`config.mk`:
```
export PLATFORM = sky130hd
export DESIGN_NAME = plab4_net_router_input_ctrl_tdm
export DESIGN_NICKNAME = d
export VERILOG_FILES = /design/src/rtl/plab4_net_router_input_ctrl_tdm.sv
export SDC_FILE = /design/constraint.sdc
export NUM_CORES = 1
export LEC_CHECK = 0
export ABC_AREA = 1
export BUFFER_PORTS_ARGS = -buffer_cell sky130_fd_sc_hd__buf_2
export CAP_MARGIN = 25
export CORE_AREA = 4 4 41 43
export DETAILED_ROUTE_END_ITERATION = 12
export DIE_AREA = 0 0 45 47
export GPL_TIMING_DRIVEN = 0
export PLACE_DENSITY = 0.44
export SLEW_MARGIN = 20
export SYNTH_ARGS = -nofsm -noshare
export SYNTH_HDL_FRONTEND = slang
export SYNTH_SLANG_ARGS = --single-unit
```
`constraint.sdc`:
```
create_clock -name clk -period 1.1 [get_ports clk]
set_input_delay 0.165 -clock clk [delete_from_list [all_inputs] [get_ports clk]]
set_output_delay 0.165 -clock clk [all_outputs]
set_load 0.02 [all_outputs]
```
`src/rtl/plab4_net_router_input_ctrl_tdm.sv`:
```
// Time-division-multiplexed input controller: a round-robin slot scheduler hands the
// router input port to one security domain at a time. Optional guard band: PLAB4_NET_RIC_TDM_GUARD_EN.

module plab4_net_router_input_ctrl_tdm #(
    parameter int          p_router_id    = 0,
    parameter int          p_num_routers  = 8,
    parameter logic [2:0]  p_default_reqs = 3'b001,
    parameter int          p_num_domains  = 2,
    parameter int          p_slot_cycles  = 8,
    parameter int          p_guard_cycles = 1,
    localparam int         c_dest_nbits   = $clog2(p_num_routers),
    localparam int         c_dom_nbits    = $clog2(p_num_domains),
    localparam int         c_slot_nbits   = $clog2(p_slot_cycles)
) (
    input  logic                    clk,
    input  logic                    reset,
    input  logic [c_dest_nbits-1:0] dest,
    input  logic [c_dom_nbits-1:0]  in_domain,
    input  logic                    in_val,
    output logic                    in_rdy,
    output logic [2:0]              reqs,
    input  logic [2:0]              grants,
    output logic [c_dom_nbits-1:0]  cur_domain,
    output logic                    slot_start
);

    localparam logic [c_slot_nbits-1:0] c_last_slot = c_slot_nbits'(p_slot_cycles - 1);
    localparam logic [c_dom_nbits-1:0]  c_last_dom  = c_dom_nbits'(p_num_domains - 1);
    localparam logic [c_dest_nbits-1:0] c_self_dest = c_dest_nbits'(p_router_id);

    // Parameter sanity: a bad configuration stops elaboration rather than misbehaving silently.
    if (p_num_domains < 2) begin : g_bad_domains
        $error("p_num_domains must be at least 2");
    end
    if (p_slot_cycles < 2) begin : g_bad_slot
        $error("p_slot_cycles must be at least 2");
    end
    if (p_guard_cycles >= p_slot_cycles) begin : g_bad_guard
        $error("p_guard_cycles must be smaller than p_slot_cycles");
    end

    logic [c_slot_nbits-1:0] slot_cnt_r;
    logic [c_dom_nbits-1:0]  cur_domain_r;
    logic [c_slot_nbits-1:0] slot_cnt_nxt_s;
    logic [c_dom_nbits-1:0]  cur_domain_nxt_s;
    logic                    slot_open_s;
    logic                    match_s;
    logic [2:0]              reqs_s;

    // Scheduler state register: the schedule restarts at domain 0, slot cycle 0 on reset.
    always_ff @(posedge clk or posedge reset) begin
        if (reset) begin
            slot_cnt_r   <= {c_slot_nbits{1'b0}};
            cur_domain_r <= {c_dom_nbits{1'b0}};
        end else begin
            slot_cnt_r   <= slot_cnt_nxt_s;
            cur_domain_r <= cur_domain_nxt_s;
        end
    end

    // Next-state logic: the slot counter runs freely; ownership rotates at each slot wrap.
    always_comb begin
        slot_cnt_nxt_s   = slot_cnt_r + c_slot_nbits'(1);
        cur_domain_nxt_s = cur_domain_r;
        if (slot_cnt_r == c_last_slot) begin
            slot_cnt_nxt_s = {c_slot_nbits{1'b0}};
            if (cur_domain_r == c_last_dom) begin
                cur_domain_nxt_s = {c_dom_nbits{1'b0}};
            end else begin
                cur_domain_nxt_s = cur_domain_r + c_dom_nbits'(1);
            end
        end else begin
            cur_domain_nxt_s = cur_domain_r;
        end
    end

`ifdef PLAB4_NET_RIC_TDM_GUARD_EN
    localparam logic [c_slot_nbits:0] c_open_cycles = (c_slot_nbits + 1)'(p_slot_cycles - p_guard_cycles);

    // Guard band: the tail of each slot is closed so arbitration drains before ownership moves.
    always_comb begin
        slot_open_s = ({1'b0, slot_cnt_r} < c_open_cycles);
    end
`else
    // Without the guard band every cycle of the slot may transfer.
    always_comb begin
        slot_open_s = 1'b1;
    end
`endif

    // Output logic: requests only depend on scheduler state and the current head message.
    always_comb begin
        match_s = in_val && (in_domain == cur_domain_r) && slot_open_s;
        reqs_s  = 3'b000;
        if (match_s) begin
            if (dest == c_self_dest) begin
                reqs_s = 3'b010;
            end else begin
                reqs_s = p_default_reqs;
            end
        end else begin
            reqs_s = 3'b000;
        end
        reqs       = reqs_s;
        in_rdy     = (|(reqs_s & grants)) && !reset;
        cur_domain = cur_domain_r;
        slot_start = (slot_cnt_r == {c_slot_nbits{1'b0}});
    end

endmodule
```
After elaboration in Yosys (flattened, before gate mapping) --
Cells that the tools add are included.
Word-level totals: register bits after elaboration 4, latch bits 0, RAM bits 0, bits in read-only memories 0, input port bits 10, output and inout bits 6, memories kept 0
Cells by class: add/subtract/negate cells 2, $mul 0, divide/modulo/power cells 0, magnitude comparators 0, equality and inequality tests 2, shift-type cells 0, multiplexer cells 4, bitwise gates (word level) 1, reduce and logical (&&, ||, !) cells 6
Operator list (count):
- logical NOT 3 bit | 2
- two-way mux 2 bit | 2
- adder 3 x 1 -> 3 bit (second input constant) | 1
- AND 3 bit | 1
- equality test 3 bit (second input constant) | 1
- two-way mux 3 bit | 1
- OR reduction 3 bit | 1
- logical AND 1 bit | 2
- adder 1 bit (second input constant) | 1
- equality test 1 bit | 1
- logical NOT 1 bit | 1
- two-way mux 1 bit | 1

Depth between registers and ports, before layout --
Gate-level depths: netlist of the first run.
word-level depth 6, mapped depth 5, depth with buffers taken out 5

Worst setup path before layout of the first run --
Ideal clock, no wire load.
kind reg-to-output, from register cur_domain_r, in the netlist cur_domain, to output in_rdy, arrival 1101 ps, path slack -166 ps, cell stages (with the launch flop) 6, path buffers 0, path through dfrtp_1 > inv_1 > nand2_1 > nand2_2 > nand4_1 > a21oi_1
Between the ends: longest elaborated chain between the ends 6
RTL lines:
- start: declaration | RTL line 43 | logic [c_dom_nbits-1:0] cur_domain_r;
- start signal: assignment | RTL line 54 | cur_domain_r <= {c_dom_nbits{1'b0}};
- start signal: assignment | RTL line 57 | cur_domain_r <= cur_domain_nxt_s;
- equality test 1 bit | RTL line 93 | match_s = in_val && (in_domain == cur_domain_r) && slot_open_s;
- logical AND 1 bit | RTL line 93
- two-way mux 2 bit | RTL line 95 | if (match_s) begin
- AND 3 bit | RTL line 105 | in_rdy = (|(reqs_s & grants)) && !reset;
- OR reduction 3 bit | RTL line 105
- logical AND 1 bit | RTL line 105
- end: declaration | RTL line 20 | output logic in_rdy,
No other way between the ends.

Worst setup path after layout of the first run --
Ends and elaborated chain as after synthesis.

==> flow_metrics.tcl, run 1 <==
set metrics [dict create \
    hpwlAfterDp_um 402 \
    area_growth_pct 76.5 \
    max_stage_delay_ns 0.41 \
    switchingPower_w 0.0000896 \
    synthDistinctLibCells 11 \
    syn_area_sq_um 245 \
    clock_path_buffers 2 \
    grtUsageMet1 0.0507 \
    path_clk_slew_ns 0.04 \
    placed_cells 59 \
    fp.dieW_um 45 \
    critPathArrivalTime_ns 1.20 \
    internal_power_w 0.000309 \
    finClkSkew_ns 0.00641 \
    dominantRegCellSynth "dfrtp_1" \
    core_sq_mm 0.00130 \
    dieArea_sq_mm 0.00212 \
    synth.most_common_cell "inv_1" \
    grt_pass1_vias 249 \
    io_pins 16 \
    crit_path_frequent_cell "nand2_2" \
    grt-busiest-layer "met2" \
    worst_setup_path_start_kind "flip-flop" \
    layout_setup_ws_ns -0.263 \
    synthCells 31 \
    final_util 0.333 \
    design_power_total_w 0.000399 \
    fmax_mhz 734 \
    synth_edf_count 0 \
    cts_root_buf "clkbuf_4" \
    cts_tree "built" \
    cts_buffers 3 \
    drtIter0Drc 3 \
    initial_utilization 0.188 \
    ir_drop_mv 0.556 \
    synth_area_leaders "dfrtp_1, ha_1, inv_1, nor2_1, nand2_1" \
    num_vias 246 \
    yosys.area.top_type_share 0.408 \
    cpMaxStageDelayCell "dfrtp_2" \
    clock_sinks 4 \
    die_y_um 47 \
    synth-seq-area-share 0.408 \
    htree_levels 1 \
    yosysTopAreaCell "dfrtp_1" \
    synthesis.nets 44 \
    setup_viol 4 \
    synthTopCellsByCount "inv_1, nor2_1, dfrtp_1, nand2_1, ha_1" \
    power.density_mw_per_mm2 921 \
    timing.rr.start "slot_cnt_r[0]" \
    endpoint "in_rdy" \
    cp_top_family "flip-flops" \
    cp_max_fo 3 \
    hold_path.class "input port to asynchronous set/reset pin" \
    r2r-end "cur_domain" \
    grt_max_degree 5 \
    status "finished, violations left" \
    hold_viol 0 \
    port_buffers 13 \
    nets 65 \
    grt_use_met2 0.102 \
    avgSynthCellArea_sq_um 7.91 \
    cp_num_buf_inv 2 \
    antenna_found_initial 0 \
    ant_nets 0 \
    wire_per_inst_um 8.38 \
    r2r_cells 4 \
    place_congestion 0.631 \
    seqPwrFrac 0.371 \
    grt-ovfl-total 0 \
    pwr-share-comb 0.127 \
    vias_per_cell 3.73 \
    rsz0062_at_grt "yes" \
    maxSlewViolCount 0 \
    drc 0 \
    drv_cap 0 \
    failed_checks "setup timing" \
    swShare 0.225 \
    grt_use_met3 0.0268 \
    antenna_cells 0 \
    drive_gt1_frac 0.510 \
    r2r_slack_ns 0.03 \
    crit_start "cur_domain" \
    required_ns 0.94 \
    synth_seq_cells 4 \
    async_flop_share 1.00 \
    critPathKind "flip-flop to output pin" \
    p_clk_frac 0.502 \
    endpoint_kind "output pin" \
    leakagePower_nw 0.244 \
    num_rows 13 \
    path_cells "inv_2 > nand2_2 > nand2_2 > nand4_1 > a21oi_2 > buf_4" \
    ys_warn_count 0 \
    clock_latency_ns 0.24 \
    drt-total-wl_um 553 \
    min_period_ns 1.36 \
    finalCritPeriodShare 1.24 \
    grt_pass1_wl_um 855 \
    layout.cells.non_filler 66 \
    grt.total_usage 0.0611 \
    drtPass1Iterations 2 \
    path_depth 6 \
]
worst min-delay path by stage:
stage,from,endpoint,slack [ns],cells past startpoint
2_1_floorplan,reset,slot_cnt_r[0],-0.07,1
3_3_place_gp,reset,slot_cnt_r[2],0.07,2
3_5_place_dp,reset,slot_cnt_r[0],0.07,2
4_1_cts,reset,slot_cnt_r[0],0.37,3
5_1_grt,reset,slot_cnt_r[0],0.39,3
6_report,reset,slot_cnt_r[0],0.37,3
logic make-up after synthesis:
| logic type | synth area share |
|---|---|
| fa+ha+maj | 0.153 |
| compound gates | 0.0204 |
| simple gates | 0.214 |
| flops | 0.408 |
| other cells | 0.0153 |
| xor+xnor | 0.0357 |
| buf+inv | 0.153 |
tightest hold or removal path, cell delays in order:
cell and delay, ns:
buf_2 0.11, dlygate4sd3_1 0.55, inv_1 0.13
per-stage QoR:
step	hold slack, ns	cell area [sq um]	setup slack [ns]	TNS, ns
2_1_floorplan	-0.0690	250	-0.0416	-0.104
3_3_place_gp	0.0714	334	-0.0534	-0.0534
3_5_place_dp	0.0708	334	-0.0591	-0.0591
4_1_cts	0.368	419	-0.276	-0.820
5_1_grt	0.388	433	-0.368	-1.17
6_report	0.368	433	-0.263	-0.736
sequential cells by signal (all words and copies together), names as in the netlist:
name	cells
cur_domain	1
slot_cnt_r	3
routing by layer:
metal,part of all wire,vias to the layer above
met3,0.081,0
met5,0,-
met1,0.32,112
met2,0.60,6
met4,0,0
li1,-,128
area by class of cell:
class                      instances  area [sq um]
buffer                             1          7.51
fill                             145           868
clock buffer                       4          26.3
inverter                           8          30.0
timing repair buffer              16           110
multi-input combinational         18           139
sequential                         4           101
tap                               15          18.8
what timing repair did:
action / 4_1_cts / 5_1_grt
resized for setup: 11 / 2
gates cloned: 0 / 0
endpoints found under the hold margin: 4 / 0
pin swaps: 2 / 0
endpoints found under the setup margin: 4 / 6
hold buffers: 1 / 0
setup buffers: 2 / 0
cell usage in the layout (no fill, tap or decap):
cell,instances
dfrtp_2,1
nand2_1,3
nor2_1,5
dfrtp_1,3
a21oi_2,1
conb_1,1
buf_2,8
clkbuf_1,1
inv_1,7
buf_4,6
inv_2,1
dlygate4sd3_1,1
xor2_1,1
buf_6,2
nand2_2,2
clkbuf_4,3
nand4_1,2
ha_4,2
ha_1,1
power by group through the flow:
stage	clock network, W	registers, W	logic [W]
6_report	0.000200	0.000148	0.0000507
5_1_grt	0.000220	0.000148	0.0000571
2_1_floorplan	0	0.000150	0.0000243
3_3_place_gp	0	0.000150	0.0000450
3_5_place_dp	0	0.000150	0.0000453
4_1_cts	0.000213	0.000148	0.0000516
Power figures use the tool's default switching activity.
==> inputs of run 2 (changes only) <==
==> constraint.sdc (replaced) <==
create_clock -name clk -period 1.5 [get_ports clk]
set_input_delay 0.225 -clock clk [delete_from_list [all_inputs] [get_ports clk]]
set_output_delay 0.225 -clock clk [all_outputs]
set_load 0.02 [all_outputs]
==> flow_metrics.tcl, run 2 (synthesized netlist as in run 1, its figures left out) <==
set metrics [dict create \
    htree_levels 1 \
    hold_viol 0 \
    path_clk_slew_ns 0.04 \
    crit_start "cur_domain" \
    required_ns 1.27 \
    cts_buffers 3 \
    die_y_um 47 \
    fmax_mhz 705 \
    leakagePower_nw 0.240 \
    timing.rr.start "slot_cnt_r[0]" \
    clock_sinks 4 \
    clock_path_buffers 2 \
    top_register "slot_cnt_r" \
    r2r_slack_ns 0.46 \
    finalCritPeriodShare 0.946 \
    cts_tree "built" \
    hold_path.class "input port to asynchronous set/reset pin" \
    vias_per_cell 3.69 \
    largest_reg_flops 3 \
    cp_max_fo 3 \
    grt.total_usage 0.0603 \
    dieArea_sq_mm 0.00212 \
    ir_drop_mv 0.262 \
    min_period_ns 1.42 \
    cts_root_buf "clkbuf_4" \
    initial_utilization 0.188 \
    layout.cells.non_filler 64 \
    n_fill_cell 148 \
    area_growth_pct 53.1 \
    critPathArrivalTime_ns 1.19 \
    num_vias 236 \
    grtUsageMet1 0.0644 \
    drtIter0Drc 0 \
    wire_per_inst_um 7.97 \
    place_congestion 0.675 \
    maxSlewViolCount 0 \
    core_sq_mm 0.00130 \
    endpoint "in_rdy" \
    nets 64 \
    final_common_cell "buf_2" \
    final_util 0.288 \
    drt-total-wl_um 510 \
    drv_cap 0 \
    endpoint_kind "output pin" \
    num_rows 13 \
    grt_use_met3 0.0460 \
    drtPass1Iterations 1 \
    grt-ovfl-total 0 \
    placed_cells 59 \
    clock_latency_ns 0.23 \
    power.density_mw_per_mm2 737 \
    grt_use_met2 0.0847 \
    grt_pass1_vias 225 \
    ant_nets 0 \
    grt-busiest-layer "met2" \
    port_buffers 13 \
    mostFrequentLayoutCells "buf_2, inv_1, nor2_1, nand2_1, dfrtp_1" \
    setup_viol 0 \
    finClkSkew_ns 0.00499 \
    tns_ns 0 \
    status "complete, no violations" \
    grt_max_degree 5 \
    fp.dieW_um 45 \
    antenna_cells 0 \
    antenna_found_initial 0 \
    drive_gt1_frac 0.408 \
    r2r_cells 3 \
    worst_setup_path_start_kind "flip-flop" \
    grt_pass1_wl_um 841 \
    drc 0 \
    io_pins 16 \
    hpwlAfterDp_um 411 \
    critPathKind "flip-flop to output pin" \
    rsz0062_at_grt "no" \
    r2r-end "cur_domain" \
]
## run 2: cell count changes in the layout (fill, tap and decap cells not counted), sizes merged
cell,previous run,this run
clkbuf,4,3
buf,16,15
## run 2: routing by layer
metal / share of wire / vias up
met2: 0.43 / 14
met5: 0 / -
met1: 0.39 / 96
met4: 0 / 0
li1: - / 126
met3: 0.17 / 0
## run 2: worst max-delay path, cell delays in order, from the launching register on
cell,delay (ns)
dfrtp_1,0.38
inv_1,0.06
nand2_1,0.06
nand2_2,0.08
nand4_1,0.09
a21oi_2,0.14
buf_4,0.15
## run 2: cell type report
cell class              count  area [sq um]  share of cell area
inverters                   8          30.0              0.0800
multi-input cells          18           111               0.297
repair buffers             15          85.1               0.227
well taps                  15          18.8              0.0500
clock buffers               3          22.5              0.0600
plain buffers               1          7.51              0.0200
flip-flops and latches      4           100               0.267
## run 2: through the flow
stage | hold WS [ns] | instance area (sq um) | setup slack, ns | total power (W)
after floorplan | -0.00892 | 245 | 0.174 | 0.000127
after global placement | 0.129 | 329 | 0.296 | 0.000142
after detailed placement | 0.131 | 329 | 0.303 | 0.000143
after CTS | 0.425 | 362 | 0.0427 | 0.000283
after global routing | 0.458 | 375 | 0.00856 | 0.000300
final | 0.434 | 375 | 0.0807 | 0.000277
## run 2: how the worst min path moves through the flow
stage | start | endpoint | slack [ns] | cells after the start
2_1_floorplan | reset | cur_domain | -0.009 | 1
3_3_place_gp | reset | slot_cnt_r[2] | 0.13 | 2
3_5_place_dp | reset | slot_cnt_r[2] | 0.13 | 2
4_1_cts | reset | slot_cnt_r[2] | 0.42 | 3
5_1_grt | reset | cur_domain | 0.46 | 3
6_report | reset | slot_cnt_r[2] | 0.43 | 3
## run 2: power breakdown
group,internal (W),switching [W]
Combinational,0.0000167,0.0000191
Sequential,0.000109,0
Clock,0.0000894,0.0000429
Total,0.000215,0.0000621
## run 2: timing repair
action,in CTS,in global routing
endpoints found under the hold margin,4,0
endpoints found under the setup margin,0,1
resized for setup,0,2
hold buffers,1,0
setup buffers,0,1
